===== config.mk =====
export PLATFORM = sky130hd
export DESIGN_NAME = tap_tempo_ctrl
export DESIGN_NICKNAME = d
export VERILOG_FILES = /design/src/rtl/tap_tempo_ctrl_pkg.sv /design/src/rtl/tap_debounce.sv /design/src/rtl/tap_tempo_ctrl.sv
export SDC_FILE = /design/constraint.sdc
export NUM_CORES = 1
export LEC_CHECK = 0
export ABC_AREA = 0
export ABC_CLOCK_PERIOD_IN_PS = 3350
export CORE_ASPECT_RATIO = 0.6
export CORE_MARGIN = 2
export CORE_UTILIZATION = 35
export CTS_CLUSTER_DIAMETER = 40
export DETAILED_ROUTE_END_ITERATION = 10
export REMOVE_ABC_BUFFERS = 1
export SYNTH_ARGS = -nofsm -noshare
export SYNTH_HDL_FRONTEND = slang
export SYNTH_SLANG_ARGS = --single-unit

===== constraint.sdc =====
create_clock -name clk_in -period 3.35 [get_ports clk_in]
set_input_delay 0.67 -clock clk_in [delete_from_list [all_inputs] [get_ports clk_in]]
set_output_delay 0.67 -clock clk_in [all_outputs]
set_load 0.01 [all_outputs]

===== src/rtl/tap_tempo_ctrl_pkg.sv =====
// ---------------------------------------------------------------------------
// tap_tempo_ctrl_pkg
//   Shared definitions for the effect-rate controllers.
//   - PRESCALE_W : width of the 1 ms tick prescaler. It covers a 50 MHz clock
//                  (50000 cycles per ms), and the other controllers reuse it.
//   - tap_state_e: tap-tempo measurement states.
//       IDLE  : no tap is pending.
//       FIRST : one tap has been seen and no interval has been measured yet.
//       AVG   : later taps are averaged into the period.
// ---------------------------------------------------------------------------
package tap_tempo_ctrl_pkg;

    localparam int PRESCALE_W = 16;

    typedef enum logic [1:0] {
        IDLE  = 2'd0,
        FIRST = 2'd1,
        AVG   = 2'd2
    } tap_state_e;

endpackage


===== src/rtl/tap_debounce.sv =====
// ---------------------------------------------------------------------------
// tap_debounce
//   Conditions the raw footswitch into a single-cycle tap event. The path is:
//   a two-flop synchroniser, then a debouncer clocked by the 1 ms tick, then a
//   press-edge detector.
//   Ports:
//     clk_in  in   system clock
//     rst     in   asynchronous reset, active-high
//     ms_tick in   one-cycle pulse every millisecond
//     btn_n   in   raw pushbutton, active-low, asynchronous to clk_in
//     tap     out  one-cycle pulse on the debounced press (1->0) edge
// ---------------------------------------------------------------------------
module tap_debounce #(
    parameter int DEBOUNCE_MS = 10
) (
    input  logic clk_in,
    input  logic rst,
    input  logic ms_tick,
    input  logic btn_n,
    output logic tap
);

    localparam int             CW       = $clog2(DEBOUNCE_MS + 1);
    localparam logic [CW-1:0]  CNT_LAST = CW'(DEBOUNCE_MS - 1);

    logic          sync1_q, sync1_d;
    logic          sync2_q, sync2_d;
    logic          level_q, level_d;
    logic [CW-1:0] cnt_q,   cnt_d;
    logic          tap_q,   tap_d;

    // The synchroniser flops and the debounced level reset to 1, the
    // released state of the button, so that reset does not produce a tap.
    always_ff @(posedge clk_in or posedge rst) begin
        if (rst) begin
            sync1_q <= 1'b1;
            sync2_q <= 1'b1;
            level_q <= 1'b1;
            cnt_q   <= '0;
            tap_q   <= 1'b0;
        end else begin
            sync1_q <= sync1_d;
            sync2_q <= sync2_d;
            level_q <= level_d;
            cnt_q   <= cnt_d;
            tap_q   <= tap_d;
        end
    end

    // The debounced level follows the synced input only after the two have
    // differed for DEBOUNCE_MS ticks in a row. Any return to agreement clears
    // the count, so a short glitch has to start again from zero.
    always_comb begin
        sync1_d = btn_n;
        sync2_d = sync1_q;
        level_d = level_q;
        cnt_d   = cnt_q;
        if (sync2_q == level_q) begin
            cnt_d = '0;
        end else if (ms_tick) begin
            if (cnt_q == CNT_LAST) begin
                level_d = sync2_q;
                cnt_d   = '0;
            end else begin
                cnt_d = cnt_q + CW'(1);
            end
        end
        // Only a press (falling edge) makes a tap. A release makes no event.
        tap_d = level_q & ~level_d;
    end

    assign tap = tap_q;

endmodule


===== src/rtl/tap_tempo_ctrl.sv =====
// ---------------------------------------------------------------------------
// tap_tempo_ctrl
//   Tap-tempo controller for the modulation and delay effects. It measures
//   the time between footswitch taps and keeps a smoothed beat period in
//   milliseconds. It also emits a beat pulse at that period. period_ms drives
//   the rate setting of the effect clock dividers and LFOs.
//   Ports:
//     clk_in       in   system clock
//     rst          in   asynchronous reset, active-high
//     tap_n        in   raw pushbutton, active-low, asynchronous
//     period_ms    out  current beat period in ms (W bits)
//     period_valid out  one-cycle pulse when period_ms has just been updated
//     beat         out  one-cycle pulse once per period
//     indicator    out  LED level that toggles on every beat
// ---------------------------------------------------------------------------
module tap_tempo_ctrl
    import tap_tempo_ctrl_pkg::*;
#(
    parameter int TICK_DIV    = 50000,
    parameter int DEBOUNCE_MS = 10,
    parameter int MIN_MS      = 100,
    parameter int MAX_MS      = 2000,
    parameter int DEFAULT_MS  = 500,
    parameter int W           = 12
) (
    input  logic         clk_in,
    input  logic         rst,
    input  logic         tap_n,
    output logic [W-1:0] period_ms,
    output logic         period_valid,
    output logic         beat,
    output logic         indicator
);

    localparam logic [PRESCALE_W-1:0] PRESC_LAST = PRESCALE_W'(TICK_DIV - 1);
    localparam logic [W-1:0]          MIN_V      = W'(MIN_MS);
    localparam logic [W-1:0]          MAX_V      = W'(MAX_MS);
    localparam logic [W-1:0]          DEFAULT_V  = W'(DEFAULT_MS);

    logic [PRESCALE_W-1:0] presc_q, presc_d;
    logic                  ms_tick;
    logic                  tap;

    tap_state_e            state_q, state_d;
    logic [W-1:0]          interval_q, interval_d;
    logic [W-1:0]          period_q, period_d;
    logic                  period_valid_q, period_valid_d;
    logic [W-1:0]          beat_cnt_q, beat_cnt_d;
    logic                  beat_q, beat_d;
    logic                  indicator_q, indicator_d;
    logic                  accept;
    logic [W-1:0]          period_avg;

    tap_debounce #(
        .DEBOUNCE_MS(DEBOUNCE_MS)
    ) u_debounce (
        .clk_in (clk_in),
        .rst    (rst),
        .ms_tick(ms_tick),
        .btn_n  (tap_n),
        .tap    (tap)
    );

    always_ff @(posedge clk_in or posedge rst) begin
        if (rst) begin
            presc_q        <= '0;
            state_q        <= IDLE;
            interval_q     <= '0;
            period_q       <= DEFAULT_V;
            period_valid_q <= 1'b0;
            beat_cnt_q     <= '0;
            beat_q         <= 1'b0;
            indicator_q    <= 1'b0;
        end else begin
            presc_q        <= presc_d;
            state_q        <= state_d;
            interval_q     <= interval_d;
            period_q       <= period_d;
            period_valid_q <= period_valid_d;
            beat_cnt_q     <= beat_cnt_d;
            beat_q         <= beat_d;
            indicator_q    <= indicator_d;
        end
    end

    // Millisecond prescaler. The tick is high for the last count before wrap.
    always_comb begin
        ms_tick = (presc_q == PRESC_LAST);
        presc_d = ms_tick ? '0 : presc_q + PRESCALE_W'(1);
    end

    // Measurement FSM. The timeout is checked before the tap, so that an
    // interval that has saturated never becomes a period. An accepted tap
    // clears the interval, which also drops an ms tick that arrives on the
    // same cycle. A tap that comes too early is ignored and the interval
    // keeps counting.
    always_comb begin
        state_d        = state_q;
        interval_d     = interval_q;
        period_d       = period_q;
        period_valid_d = 1'b0;
        accept         = 1'b0;
        // The sum has W+1 bits so that the carry survives the halving.
        period_avg     = W'(({1'b0, period_q} + {1'b0, interval_q}) >> 1);
        case (state_q)
            IDLE: begin
                interval_d = '0;
                if (tap) begin
                    state_d = FIRST;
                end
            end
            FIRST, AVG: begin
                if (interval_q == MAX_V) begin
                    state_d    = IDLE;
                    interval_d = '0;
                end else if (tap && (interval_q >= MIN_V)) begin
                    accept         = 1'b1;
                    period_valid_d = 1'b1;
                    interval_d     = '0;
                    state_d        = AVG;
                    period_d       = (state_q == FIRST) ? interval_q : period_avg;
                end else if (ms_tick) begin
                    interval_d = interval_q + W'(1);
                end
            end
            default: begin
                state_d    = IDLE;
                interval_d = '0;
            end
        endcase
    end

    // The beat generator runs free in every state. An accepted tap restarts
    // the phase, so a beat lands on the same cycle as period_valid. This also
    // keeps beat_cnt below a newly shortened period.
    always_comb begin
        beat_cnt_d  = beat_cnt_q;
        beat_d      = 1'b0;
        indicator_d = indicator_q;
        if (accept) begin
            beat_d      = 1'b1;
            beat_cnt_d  = '0;
            indicator_d = ~indicator_q;
        end else if (ms_tick) begin
            if (beat_cnt_q == period_q - W'(1)) begin
                beat_d      = 1'b1;
                beat_cnt_d  = '0;
                indicator_d = ~indicator_q;
            end else begin
                beat_cnt_d = beat_cnt_q + W'(1);
            end
        end
    end

    assign period_ms    = period_q;
    assign period_valid = period_valid_q;
    assign beat         = beat_q;
    assign indicator    = indicator_q;

endmodule


==> results.md <==
* Status: complete, no violations
* # nets final at 496
* Worst Max-Slew Pin Slew at 0.823 ns
* Sw Share at 0.224
* ANT nets after route at 0
* Synth unique cells at 56
* Antenna diodes at 0
* Most common cell after layout, fill and taps aside: dfrtp_1
* CTS tree: yes
* FF-to-FF Start: period_ms[0]
* Crit path kind: flop to flop
* Leakage power at slightly above 2 nW
* Flop-to-flop setup slack at 0.41 ns
* Complex-gate fraction of the synthesized area at 0.152
* Main synth FF type: dfrtp_1
* Worst EP required at 3.60 ns
* Die height at 88.1 µm
* YS warnings at 0
* Post-Route WL at 9950 µm
* Std cell rows at 30
* Mean Syn Cell Area at 8.92 µm²
* Largest family of logic cells by synthesized area: simple AND/OR/NAND/NOR gates
* Maximum vdd drop at around 0.26 mV
* I/O Buffers at 17
* Post-CTS repair timing setup buffer count at 0
* Clock Skew at 0.00552 ns
* Total number of vias at 3430
* Post-Synth Adder-Cell Area at 0.0716
* Final setup viols at 0
* Core area at between 10000 and 15000 µm²
* Worst r2r path cells at 9
* Post-synth EDFFs at 0
* First-pass GRT wire length at 16500 µm
* DRC Markers at 0
* Synth Area in XOR/XNOR at 0.0998
* Final Hold Vio Count at 0
* Sequential share of power at 0.466
* Synth Cell Area at 4120 µm²
* Clk_lat worst skew at 0.33 ns
* Initial DRC count at 256
* Post-DP HPWL at 6990 µm
* Sw Pwr at 380 µW
* MaxCap Viol Count at 0
* Reg2Reg Capture Point: indicator
* Pwr dens at approximately 360 nW/µm²
* RSZ-0062 raised after global routing: false
* Post-CTS Hold Buffers at 0
* Crit Path Max Fanout at 11
* DRT Pass-1 Iters at 5
* Relative slew slack at 0.451
* Starting density of the core at 0.362
* Mux share of post-synthesis cell area at 0.00759
* Period utilization at 0.878
* FMAX at 0.340 GHz
* Sink Count at 65
* Vias per cell at 5.40
* Total CTS buffers at 9
* Share of power burned in the clock network at 0.521
* Ys async rst share at 1.00
* Io pins at 18
* Startpoint Class: flop
* Internal at approximately 1.3 mW
* Part of the Yosys area used for sequential elements at 0.397
* CTS root buffer: clkbuf_16
* Clock-pin slew on the worst setup and hold paths at ~0.05 ns
* Grt total ovfl at 0
* Setup tns final at 0 ns
* Commonest cells after routing, fill and taps aside: dfrtp_1 (56), nor2_1 (42), nand2_1 (38)
* Critical path endpoint category: flop
* Min-Delay Startpoint: u_debounce.sync1_q
* Chip width at around 140 µm
* Pre-CTS setup slack at 0.441 ns
* Hold Path Class: flop to flop
* Min Tclk post-route at approximately 2.9 ns
* Vias in the first global route at 3166
* CTS H-tree lvls at 3
* Post-synthesis simple-gate area fraction at 0.229
* Gate power share at 0.013
* #FFs+latches synth at 65
* Cell count after synthesis at 462
* Die ar. at 12700 µm²
* Antenna violations before repair at 0
* Final Wtd Congestion at 0.910
* GRT Resource Usage Total at 0.169
* Max Slew Vio Count at 0
* CTS resizes at 0
* Max Root-Sink Buffers at 2
* Hold Path End: u_debounce.sync2_q
* Layout cells sized above 1 at 0.0968
* P&R area growth vs syn at 14.4%
* WL per Instance at 15.7 µm
* Worst hold path cell count at 0
* Largest net degree at the start of global routing at 37
* Final worst slack at 0.409 ns
* Critical path arrival at 3.20 ns
==> layer usage <==
metal,wire [µm],up-vias,GRT usage,part of all wire
li1,-,1668,-,-
met3,513,16,0.0470,0.052
met4,123,0,0.0410,0.012
met1,5200,1657,0.251,0.52
met2,4120,89,0.243,0.41
met5,0,-,0,0
==> cell type report <==
cell class                      instances  area [µm²]
Clock inverter                          6        42.5
Sequential cell                        65        1640
Tap cell                              160         200
Timing Repair Buffer                   22         220
Multi-Input combinational cell        354        2310
Fill cell                            1113        6660
Clock buffer                           10         239
Inverter                               18        67.6
==> cells in the mapped netlist, types with 11 or more instances <==
cell | instances | area, µm²
a21oi_1 | 37 | 185
clkbuf_1 | 20 | 75.1
dfrtp_1 | 56 | 1400
ha_1 | 22 | 275
inv_1 | 17 | 63.8
nand2_1 | 38 | 143
nand3_1 | 21 | 105
nand4_1 | 11 | 68.8
nor2_1 | 42 | 158
nor3_1 | 15 | 75.1
o21ai_0 | 25 | 125
xnor2_1 | 25 | 219
xor2_1 | 22 | 193
==> logic make-up after synthesis <==
logic type,Yosys count
simple gates,180
compound gates,101
flops,65
xor+xnor,47
buf+inv,43
fa+ha+maj,23
mux,3
==> through the flow <==
step / hold slack, ns / total power, mW / std cells / util / area (µm²)
floorplan: 0.345 / 0.815 / 437 / - / 4010
global route: 0.364 / 1.76 / 635 / 0.415 / 4710
finish: 0.358 / 1.69 / 635 / 0.415 / 4710
global placement: 0.348 / 0.825 / 619 / 0.390 / 4430
CTS: 0.360 / 1.72 / 635 / 0.415 / 4710
detailed placement: 0.352 / 0.826 / 619 / 0.390 / 4430
==> power groups by stage <==
stage                     Combinational [mW]  Clock (mW)  Sequential [mW]
after floorplan                       0.0123           0            0.802
after global placement                0.0229           0            0.802
after detailed placement              0.0236           0            0.802
after CTS                             0.0236       0.905            0.789
after global routing                  0.0263       0.946            0.788
final                                 0.0219       0.883            0.789
==> worst max-delay path: stages, from the launching register on <==
cell     delay (ns)
dfrtp_1        0.45
inv_1          0.12
ha_1           0.35
or3b_2         0.50
o21ai_0        0.22
a21oi_1        0.10
o31ai_1        0.21
and4_1         0.49
a21o_1         0.25
xor2_1         0.16
==> how the worst max path moves through the flow <==
| stage | start | to | slack, ns | cells past startpoint |
|---|---|---|---|---|
| floorplan | interval_q[7] | beat_cnt_q[6] | 0.50 | 7 |
| detailed placement | period_ms[0] | indicator | 0.44 | 9 |
| finish | period_ms[0] | indicator | 0.41 | 9 |
| CTS | period_ms[0] | indicator | 0.43 | 9 |
| global route | period_ms[0] | indicator | 0.17 | 9 |
| global placement | period_ms[0] | indicator | 0.52 | 9 |
==> flip-flops by register name (all words and copies together), names as in the netlist <==
signal              cells
beat                    1
beat_cnt_q             12
indicator               1
interval_q             12
period_ms              12
period_valid            1
presc_q                16
state_q                 2
u_debounce.cnt_q        4
u_debounce.level_q      1
u_debounce.sync1_q      1
u_debounce.sync2_q      1
u_debounce.tap          1
Note: power is estimated with default switching activity, not from simulation.
